`src/rtl/alarm_timer_pkg.sv`:
```
// Shared constants for the alarm timer and the time-parameter store:
// interval select codes and the countdown FSM state encoding.
package alarm_timer_pkg;

  localparam logic [1:0] ARM_DELAY       = 2'b00;
  localparam logic [1:0] DRIVER_DELAY    = 2'b01;
  localparam logic [1:0] PASSENGER_DELAY = 2'b10;
  localparam logic [1:0] ALARM_ON        = 2'b11;

  typedef enum logic [1:0] {
    IDLE  = 2'b00,
    LOAD  = 2'b01,
    COUNT = 2'b10
  } state_e;

endpackage

```
`src/rtl/alarm_timer_second_prescaler.sv`:
```
// Divides the clock down to a one-cycle tick every CLK_DIV enabled cycles.
// A synchronous clear holds the counter at zero so every countdown starts on a full second.
module second_prescaler #(
  parameter int CLK_DIV = 100000000
) (
  input  logic clock,
  input  logic reset,
  input  logic clr,
  input  logic en,
  output logic tick
);

  localparam int CNT_W = (CLK_DIV > 1) ? $clog2(CLK_DIV) : 1;
  localparam logic [CNT_W-1:0] LAST = CNT_W'(CLK_DIV - 1);

  logic [CNT_W-1:0] cnt_q, cnt_d;

  always_comb begin
    cnt_d = cnt_q;
    tick  = en && (cnt_q == LAST);
    if (clr)
      cnt_d = '0;
    else if (en)
      cnt_d = tick ? '0 : cnt_q + CNT_W'(1);
  end

  always_ff @(posedge clock or posedge reset) begin
    if (reset) cnt_q <= '0;
    else       cnt_q <= cnt_d;
  end

endmodule

```
`src/rtl/alarm_timer.sv`:
```
// Countdown timer: latches an interval code, reads its seconds from the parameter
// store one cycle later, counts them down and pulses expired on completion.
module alarm_timer
  import alarm_timer_pkg::*;
#(
  parameter int CLK_DIV = 100000000
) (
  input  logic       clock,
  input  logic       reset,
  input  logic       start_timer,
  input  logic [1:0] interval_req,
  input  logic [3:0] value,
  output logic [1:0] interval,
  output logic       expired,
  output logic       busy,
  output logic       one_hz_enable,
  output logic [3:0] remaining
);

  state_e     state_q, state_d;
  logic [1:0] interval_q, interval_d;
  logic [3:0] remaining_q, remaining_d;
  logic       expired_q, expired_d;
  logic       tick;

  second_prescaler #(.CLK_DIV(CLK_DIV)) u_prescaler (
    .clock (clock),
    .reset (reset),
    .clr   (state_q != COUNT),
    .en    (state_q == COUNT),
    .tick  (tick)
  );

  // A restart takes priority over everything, including an expiring tick.
  always_comb begin
    state_d     = state_q;
    interval_d  = interval_q;
    remaining_d = remaining_q;
    expired_d   = 1'b0;
    if (start_timer) begin
      state_d     = LOAD;
      interval_d  = interval_req;
      remaining_d = '0;
    end else begin
      case (state_q)
        LOAD: begin
          if (value == 4'd0) begin
            state_d   = IDLE;
            expired_d = 1'b1;
          end else begin
            state_d     = COUNT;
            remaining_d = value;
          end
        end
        COUNT: begin
          if (tick) begin
            if (remaining_q <= 4'd1) begin
              state_d     = IDLE;
              remaining_d = '0;
              expired_d   = 1'b1;
            end else begin
              remaining_d = remaining_q - 4'd1;
            end
          end
        end
        default: ;
      endcase
    end
  end

  always_ff @(posedge clock or posedge reset) begin
    if (reset) begin
      state_q     <= IDLE;
      interval_q  <= ARM_DELAY;
      remaining_q <= '0;
      expired_q   <= 1'b0;
    end else begin
      state_q     <= state_d;
      interval_q  <= interval_d;
      remaining_q <= remaining_d;
      expired_q   <= expired_d;
    end
  end

  assign interval      = interval_q;
  assign expired       = expired_q;
  assign remaining     = remaining_q;
  assign busy          = (state_q != IDLE);
  assign one_hz_enable = tick;

endmodule

```
`config.mk`:
```
export PLATFORM = sky130hd
export DESIGN_NAME = alarm_timer
export DESIGN_NICKNAME = d
export VERILOG_FILES = /design/src/rtl/alarm_timer_pkg.sv /design/src/rtl/alarm_timer_second_prescaler.sv /design/src/rtl/alarm_timer.sv
export SDC_FILE = /design/constraint.sdc
export NUM_CORES = 1
export LEC_CHECK = 0
export BUFFER_PORTS_ARGS = -buffer_cell sky130_fd_sc_hd__buf_4
export CORE_AREA = 4 4 75 77
export CTS_BUF_LIST = sky130_fd_sc_hd__clkbuf_4 sky130_fd_sc_hd__clkbuf_8
export DETAILED_ROUTE_END_ITERATION = 6
export DIE_AREA = 0 0 79 81
export PLACE_DENSITY_LB_ADDON = 0.1
export SLEW_MARGIN = 20
export SYNTH_ARGS = -nofsm -noshare
export SYNTH_HDL_FRONTEND = slang
export SYNTH_HIERARCHICAL = 1
export SYNTH_SLANG_ARGS = --single-unit
```
`constraint.sdc`:
```
create_clock -name clock -period 2.35 [get_ports clock]
set_input_delay 0.1175 -clock clock [delete_from_list [all_inputs] [get_ports clock]]
set_output_delay 0.1175 -clock clock [all_outputs]
set_load 0.005 [all_outputs]
```
# == Yosys cells after proc, flatten, opt, wreduce, memory -nomap -nowiden ==
# Index checks and enable logic that the tools add are counted.
# op_classes
n_eq_ne,7
n_reduce_logical,7
muxes,18
order_cmp,1
n_addsub,2
# ops
operator,count
$mux W27,3
$add A27 B1 Y27 const B,1
$eq A27 B27 Y1 const B,1
$mux W4,4
$ne A3 B3 Y1 const B,3
$mux W2,4
$pmux W4 S2,1
$reduce_and A3 Y1,2
$le A4 B1 Y1 const B,1
$logic_not A4 Y1,1
$mux W1,4
$pmux W2 S2,1
$reduce_bool A2 Y1,2
$sub A4 B1 Y4 const B,1
$reduce_bool A3 Y1,1
$eq A2 B1 Y1 const B,1
$eq A2 B2 Y1 const B,1
$ne A2 B2 Y1 const B,1
$pmux W1 S2,1
$logic_and A1 B1 Y1,1
# totals
register_bits,36
output_inout_bits,9
in_bits,9
word_cells,40

# == Logic depth before layout (Yosys ltp) ==
# Gate-level depths: netlist (run 1).
# logic_depth
word_depth,5
ltp_mapped,9
ltp_nobuf,9

# == Cells and area by module ==
# Netlist (run 1), hierarchy kept.
# by_module_without_submodules
mod,cells_per_inst,area_each_um2,n_inst
second_prescaler,164,1606.5,1
alarm_timer,57,566.8,1

# == Worst setup path after synthesis (run 1) ==
# No wires, ideal clock.
# synth_timing
path_kind,reg-to-reg
startpoint,register state_q[0]
endpoint,register remaining_q[0] (netlist: remaining[0])
path_slack_ps,129
n_path_buf,0
required_time_ps,2211
arrival_time_ps,2082
path_stages_with_launch,10
synth_period_minus_slack_ps,2221
path_cell_list,dfrtp_1 -> inv_1 -> ha_1 -> nand3_1 -> nand2b_1 -> nor4_2 -> mux2i_1 -> a21o_1 -> a221oi_1 -> a211oi_1
# synth_via
elab_chain_len,4
# synth_lines
item,line_no,rtl
from (decl),alarm_timer.sv:20,"state_e state_q, state_d;"
from (signal assigned),alarm_timer.sv:78,state_q <= state_d;
$eq A2 B2 Y1,alarm_timer.sv:30,".en (state_q == COUNT),"
$logic_and A1 B1 Y1,alarm_timer_second_prescaler.sv:20,tick = en && (cnt_q == LAST);
via one_hz_enable,alarm_timer.sv:16,"output logic one_hz_enable,"
$ne A3 B3 Y1 (no line),n/a,
$reduce_and A3 Y1 (no line),n/a,
to (signal assigned),alarm_timer.sv:80,remaining_q <= remaining_d;
to (decl),alarm_timer.sv:22,"logic [3:0] remaining_q, remaining_d;"
# The timed path passes the listed nets, and every way through them passes these cells.
# A chain may end at the register's enable or synchronous reset.

# == Worst setup path in the final report (run 1) ==
# layout_timing
startpoint,register u_prescaler.cnt_q[8]
endpoint,register remaining_q[3] (netlist: remaining[3])
# layout_via
elab_chain_len,4
# layout_lines
item,line_no,rtl
from (decl),alarm_timer_second_prescaler.sv:16,"logic [CNT_W-1:0] cnt_q, cnt_d;"
from (signal assigned),alarm_timer_second_prescaler.sv:29,else cnt_q <= cnt_d;
$eq A27 B27 Y1,alarm_timer_second_prescaler.sv:20,
$logic_and A1 B1 Y1,alarm_timer_second_prescaler.sv:20,
$ne A3 B3 Y1 (no line),n/a,
$reduce_and A3 Y1 (no line),n/a,
# Every way passes these cells.

==> results by group, run 1 <==
Outcome
  • Outcome: completed

Logic synthesis
  • Post-synthesis sequential area ratio: 0.415
  • Post-synth ARST share: 1.00
  • Ys Warns: 6
  • Largest family of logic cells by synthesized area: simple AND/OR/NAND/NOR gates
  • Post-synthesis instance total: between 200 and 250
  • Syn nets: between 200 and 250
  • Number of distinct library cells after synthesis: 49
  • Synth Area in XOR/XNOR: 0.0927
  • Synth Cell Area: 2170 µm²
  • Post-Synth Simple-Gate Area: 0.303
  • Mux contribution to synthesized area: 0.0150
  • Synth Area in Adders: 0.0345
  • EDFF count, synth: 0
  • Flops & latches, synth: 36
  • Main synth FF type: dfrtp_1
  • Syn_area_per_cell: 9.83 µm²
  • Post-synthesis compound-gate area fraction: 0.0881

Finish
  • Fillers: about 500
  • N_diodes: 0
  • Reg area: 901 µm²
  • Non-Filler Instances: about 320
  • Cell area after layout: ~2500 µm²
  • Layout overhead on the synthesized area: 15.0%
  • Final #Nets: approximately 260
  • Share of cells above drive strength 1: 0.226
  • Most frequent cells in the layout: nor2_1, dfrtp_1, buf_4
  • Multi-input gate area: 1160 µm²
  • Final core occ: 0.499

Floorplanning
  • FP Rows: 26
  • Die width: about 79 µm
  • Core Box Area: approximately 5000 µm²
  • Io pins: 18
  • Chip Height: around 81 µm
  • Initial Util: 0.434
  • Die footprint: 6400 µm²

Worst setup path
  • CP Data Arrival Time: 2300 ps
  • Reg2Reg Launch Point: u_prescaler/cnt_q[8]
  • R2R setup slack: ~220 ps
  • Worst Setup EP: remaining[3]
  • Required time worst endpoint: 2520 ps
  • Crit. Startpoint: u_prescaler/cnt_q[8]
  • CP Class: reg -> reg
  • CP endpoint kind: flip-flop
  • R2r endpoint: remaining[3]
  • Setup crit start kind: flip-flop
  • R2R cell count: 7
  • Crit-path max FO: 7

Power
  • Leak Pwr: 1.03 nW
  • Total Power: around 1.7 mW
  • PwrDens: ~700 nW/µm²
  • Worst IR Drop VDD: about 0.00049 V

Timing
  • Hold Vio Cnt, Final: 0
  • Rel. slew slack: 0.700
  • RSZ-0062 raised after global routing: false
  • Pins over their slew limit: 0
  • Worst slew pin tran: approximately 450 ps
  • Setup TNS: 0 ps
  • Worst Clk Skew: a little over 8 ps
  • Setup violations, final: 0
  • Fmax: around 0.47 GHz
  • Final Cycle Share: 0.906
  • Fin Hold WS: 61.6 ps
  • Final critical-path required period: between 2000 and 2500 ps
  • Worst Slack Setup Final: about 220 ps

Global route
  • Antenna violations before repair: 0
  • First-pass GRT wire length: between 8000 and 9000 µm
  • Number of global-route vias before repair: roughly 1600
  • GRT Overall Usage: 0.162
  • Grt ovf: 0
  • Largest net degree at the start of global routing: 28

Placement
  • Post-DP HPWL: roughly 3400 µm
  • Place WS: 205 ps
  • Placed cell count: between 300 and 400
  • Number of port buffers: 17
  • Cell Area, Placed: between 2000 and 2500 µm²
  • GPL Wtd Cong: 0.821

Clock tree
  • CTS H-tree lvls: 2
  • Clock sink count: 36
  • Post CTS Setup Buffer Count: 0
  • Clock Tree Buf Depth: 2
  • Clock-pin slew on the worst setup and hold paths: about 70 ps
  • CTS root buf: clkbuf_8
  • CTS buffer count: 5
  • Worst skew pair latency: approximately 290 ps
  • CTS tree: built

Routing
  • Routed WL per cell: ~15 µm
  • Post-DRT Antenna Nets: 0
  • Drt pass-1 iters: 4
  • Via count: approximately 1600
  • DR iter-0 viols: 87
  • DR vias/cell: about 5.1
  • Total wire length: around 4600 µm
  • Drt drc: 0

Min path
  • HP Class: in -> reg

Job
  • Max Cap Viol: 0
-- what timing repair did --
item,4_1_cts,5_1_grt
endpoints found under the hold margin,36,0
endpoints found under the setup margin,0,1
hold buffers,1,0
resized for setup,0,1
-- cell usage after synthesis, types with 3 or more instances --
cell type	number	share of area
a21oi_1	4	0.0092
and4_1	5	0.020
buf_6	5	0.026
dfrtp_1	36	0.41
ha_1	6	0.035
inv_1	12	0.021
nand2_1	11	0.019
nand2b_1	6	0.017
nand3_1	10	0.023
nand4_1	10	0.029
nor2_1	36	0.062
nor2b_1	3	0.0086
nor3_1	5	0.012
nor4_4	3	0.029
o21ai_0	3	0.0069
or3_1	3	0.0086
xnor2_1	9	0.036
xor2_1	14	0.056
-- critical path: stages (launching register included) --
cell and delay, ps:
dfrtp_1 470, nor4_4 300, nand4_2 170, nor4_2 360
mux2i_2 170, a21o_1 220, a221oi_1 230, nor3_1 90
-- area by class of cell --
| cell class | instances | area share |
|---|---|---|
| multi-input cells | 165 | 0.465 |
| flip-flops and latches | 36 | 0.361 |
| repair buffers | 27 | 0.0821 |
| clock buffers | 8 | 0.0391 |
| well taps | 70 | 0.0351 |
| inverters | 12 | 0.0180 |
-- cell families (layout without fill, tap and decap cells) --
| family | after synthesis | after routing |
|---|---|---|
| muxes | 3 | 3 |
| buffers and inverters | 20 | 47 |
| and+or+nand+nor | 110 | 110 |
| DFF | 36 | 36 |
| xor gates and xnor gates | 23 | 23 |
| adders and majority gates | 6 | 6 |
| AOI/OAI and AO/OA | 23 | 23 |
-- where the power goes --
group,internal (mW),leakage [nW],switching (mW)
clock network,0.262,0.0523,0.217
logic,0.231,0.484,0.310
registers,0.670,0.491,0.0569
total,1.16,1.03,0.585
-- registers in the layout, summed over array words and instances (netlist names) --
| signal | cells |
|---|---|
| expired | 1 |
| remaining | 4 |
| state_q | 2 |
| u_prescaler/cnt_q | 27 |
| interval | 2 |
-- how the worst min path moves through the flow --
| stage | from | end | slack (ps) | depth (start not counted) |
|---|---|---|---|---|
| 2_1_floorplan | reset | expired | -50 | 1 |
| 3_3_place_gp | reset | expired | 120 | 2 |
| 6_report | interval_req[1] | interval[1] | 60 | 2 |
| 5_1_grt | interval_req[0] | interval[0] | 50 | 2 |
| 3_5_place_dp | reset | expired | 130 | 2 |
| 4_1_cts | interval_req[1] | interval[1] | 50 | 2 |
-- routing by layer --
layer,GRT usage,up-vias,wire (µm)
met1,0.221,783,2250
li1,-,829,-
met2,0.258,15,2210
met4,0.0567,0,70
met5,0,-,0
met3,0.0299,8,107
Note: power is estimated with default switching activity, not from simulation.
==> run 2: changes to the inputs <==
--- a/config.mk
+++ b/config.mk
@@ -6,10 +6,11 @@
 export NUM_CORES = 1
 export LEC_CHECK = 0
 export BUFFER_PORTS_ARGS = -buffer_cell sky130_fd_sc_hd__buf_4
-export CORE_AREA = 4 4 75 77
+export CORE_AREA = 4 4 86 68
 export CTS_BUF_LIST = sky130_fd_sc_hd__clkbuf_4 sky130_fd_sc_hd__clkbuf_8
+export CTS_CLUSTER_DIAMETER = 200
 export DETAILED_ROUTE_END_ITERATION = 6
-export DIE_AREA = 0 0 79 81
+export DIE_AREA = 0 0 90 72
 export PLACE_DENSITY_LB_ADDON = 0.1
 export SLEW_MARGIN = 20
 export SYNTH_ARGS = -nofsm -noshare
==> results by group, run 2 (synthesis gave the netlist of run 1 again) <==
Finish
  • N_diodes: 0
  • Cell area after layout: between 2000 and 2500 µm²
  • Share of cells above drive strength 1: 0.231
  • Largest register FFs: 27
  • Final #Nets: 261
  • Layout overhead on the synthesized area: 14.2%
  • Most frequent cells in the layout: nor2_1, dfrtp_1, buf_4
  • Most flop-heavy register: u_prescaler/cnt_q

Timing
  • RSZ-0062 raised after global routing: false
  • Final Cycle Share: 0.919
  • Rel. slew slack: 0.710
  • Hold Vio Cnt, Final: 0
  • Worst slew pin tran: between 400 and 500 ps
  • Pins over their slew limit: 0
  • Worst Clk Skew: slightly above 8 ps
  • Setup violations, final: 0
  • Setup TNS: 0 ps
  • Final critical-path required period: 2160 ps
  • Fmax: approximately 0.46 GHz

Floorplanning
  • Chip Height: around 72 µm
  • Die width: ~90 µm
  • Core Box Area: between 5000 and 6000 µm²
  • Io pins: 18
  • FP Rows: 23
  • Die footprint: approximately 6500 µm²
  • Initial Util: 0.427

Routing
  • Drt drc: 0
  • DR vias/cell: ~5.3
  • Routed WL per cell: 15.2 µm
  • Via count: between 1500 and 2000
  • Drt pass-1 iters: 4
  • DR iter-0 viols: between 60 and 70
  • Post-DRT Antenna Nets: 0
  • Total wire length: ~4700 µm

Worst setup path
  • CP endpoint kind: flip-flop
  • Slowest stage delay, CP: approximately 400 ps
  • Slowest CP cell: dfrtp_1
  • CP Data Arrival Time: around 2300 ps
  • Setup crit start kind: flip-flop
  • CP delay by family, top: simple AND/OR/NAND/NOR gates
  • Worst path cell trace: inv_1 -> ha_2 -> nand3_1 -> nand2b_1 -> nor4_2 -> mux2i_2 -> a21o_1 -> a221oi_1 -> a211oi_1
  • Crit-path max FO: 7
  • Required time worst endpoint: around 2500 ps
  • Buf+Inv Stages, Crit Path: 1
  • CP Class: reg -> reg

Power
  • Leak Pwr: just over 1 nW
  • Psw: between 600 and 700 µW
  • Cell Int Power: 1.13 mW
  • Worst IR Drop VDD: 0.000329 V
  • Logic pwr share: 0.312
  • Clk network pwr share: 0.268
  • Sw Ratio: 0.348
  • Sequential group share of total power: 0.420
  • PwrDens: 698 nW/µm²

Clock tree
  • CTS tree: built
  • CTS root buf: clkbuf_8
  • Clock sink count: 36
  • CTS H-tree lvls: 2
  • Worst skew pair latency: slightly below 300 ps
  • CTS buffer count: 5
  • Clock-pin slew on the worst setup and hold paths: 80 ps
  • Clock Tree Buf Depth: 2

Global route
  • Grt ovf: 0
  • Largest net degree at the start of global routing: 28
  • First-pass GRT wire length: 8530 µm
  • Antenna violations before repair: 0
  • GRT Overall Usage: 0.164
  • Number of global-route vias before repair: approximately 1700

Placement
  • Number of port buffers: 17
  • Post-DP HPWL: 3510 µm
  • GPL Wtd Cong: 0.842
  • Cell Area, Placed: 2370 µm²

Job
  • Max Cap Viol: 0

Min path
  • HP Class: in -> reg

Outcome
  • Outcome: completed
==> run 2: changes by cell type in the layout (fill, tap and decap cells not counted), sizes merged <==
cell	change
clkbuf	-2
clkinv	+2
buf	-1
==> run 2: power by group through the flow <==
stage,combinational (mW),sequential (mW),clock [mW]
after global placement,0.525,0.740,0
final,0.541,0.728,0.464
after CTS,0.539,0.726,0.486
after detailed placement,0.538,0.736,0
after floorplan,0.378,0.728,0
after global routing,0.629,0.737,0.512
==> run 2: final timing paths <==
kind | startpoint | to | slack [ps] | cells past startpoint
worst max-delay path | state_q[0] | remaining[0] | 190 | 9
worst min-delay path | interval_req[1] | interval[1] | 60 | 2
worst max register to register | state_q[0] | remaining[0] | 190 | 9
worst min register to register | interval[0] | interval[0] | 510 | 1
max in group asynchronous | reset | u_prescaler/cnt_q[15] | 1640 | 4
min in group asynchronous | reset | remaining[3] | 360 | 3
==> run 2: area by class of cell <==
| cell class | instances | area (µm²) |
|---|---|---|
| Clock inverter | 2 | 10.0 |
| Multi-Input combinational cell | 165 | 1170 |
| Sequential cell | 36 | 901 |
| Timing Repair Buffer | 26 | 198 |
| Clock buffer | 6 | 82.6 |
| Inverter | 12 | 45.0 |
| Tap cell | 62 | 77.6 |
| Fill cell | 474 | 2610 |
==> run 2: metrics by stage <==
step / std cells / total power [mW] / setup slack [ps] / util / hold slack (ps)
6_report: 309 / 1.73 / 190 / 0.487 / 58.8
5_1_grt: 309 / 1.88 / 1.99 / 0.487 / 58.8
4_1_cts: 309 / 1.75 / 113 / 0.485 / 50.6
3_5_place_dp: 300 / 1.27 / 126 / 0.465 / 129
3_3_place_gp: 300 / 1.27 / 222 / 0.465 / 134
2_1_floorplan: 221 / 1.11 / 129 / - / -54.6
==> run 2: worst register-to-register path, delay by kind of cell, from the launching register on <==
family,cells,cell delay (ps)
mux,1,170
compound gates,3,530
simple gates,3,600
buf+inv,1,90
flops,1,400
fa+ha+maj,1,260
==> run 2: layer usage <==
metal  wire [µm]  vias up  global-route usage
met5           0        -                   0
met3         189        8              0.0332
met2        1820       26               0.218
met4          64        0              0.0560
li1            -      829                   -
met1        2620      783               0.261
==> run 2: what timing repair did <==
action | 4_1_cts | 5_1_grt
setup buffers | 0 | 0
resized for setup | 0 | 3
endpoints found under the hold margin | 36 | 0
setup endpoints to repair | 0 | 5
hold buffers | 1 | 0
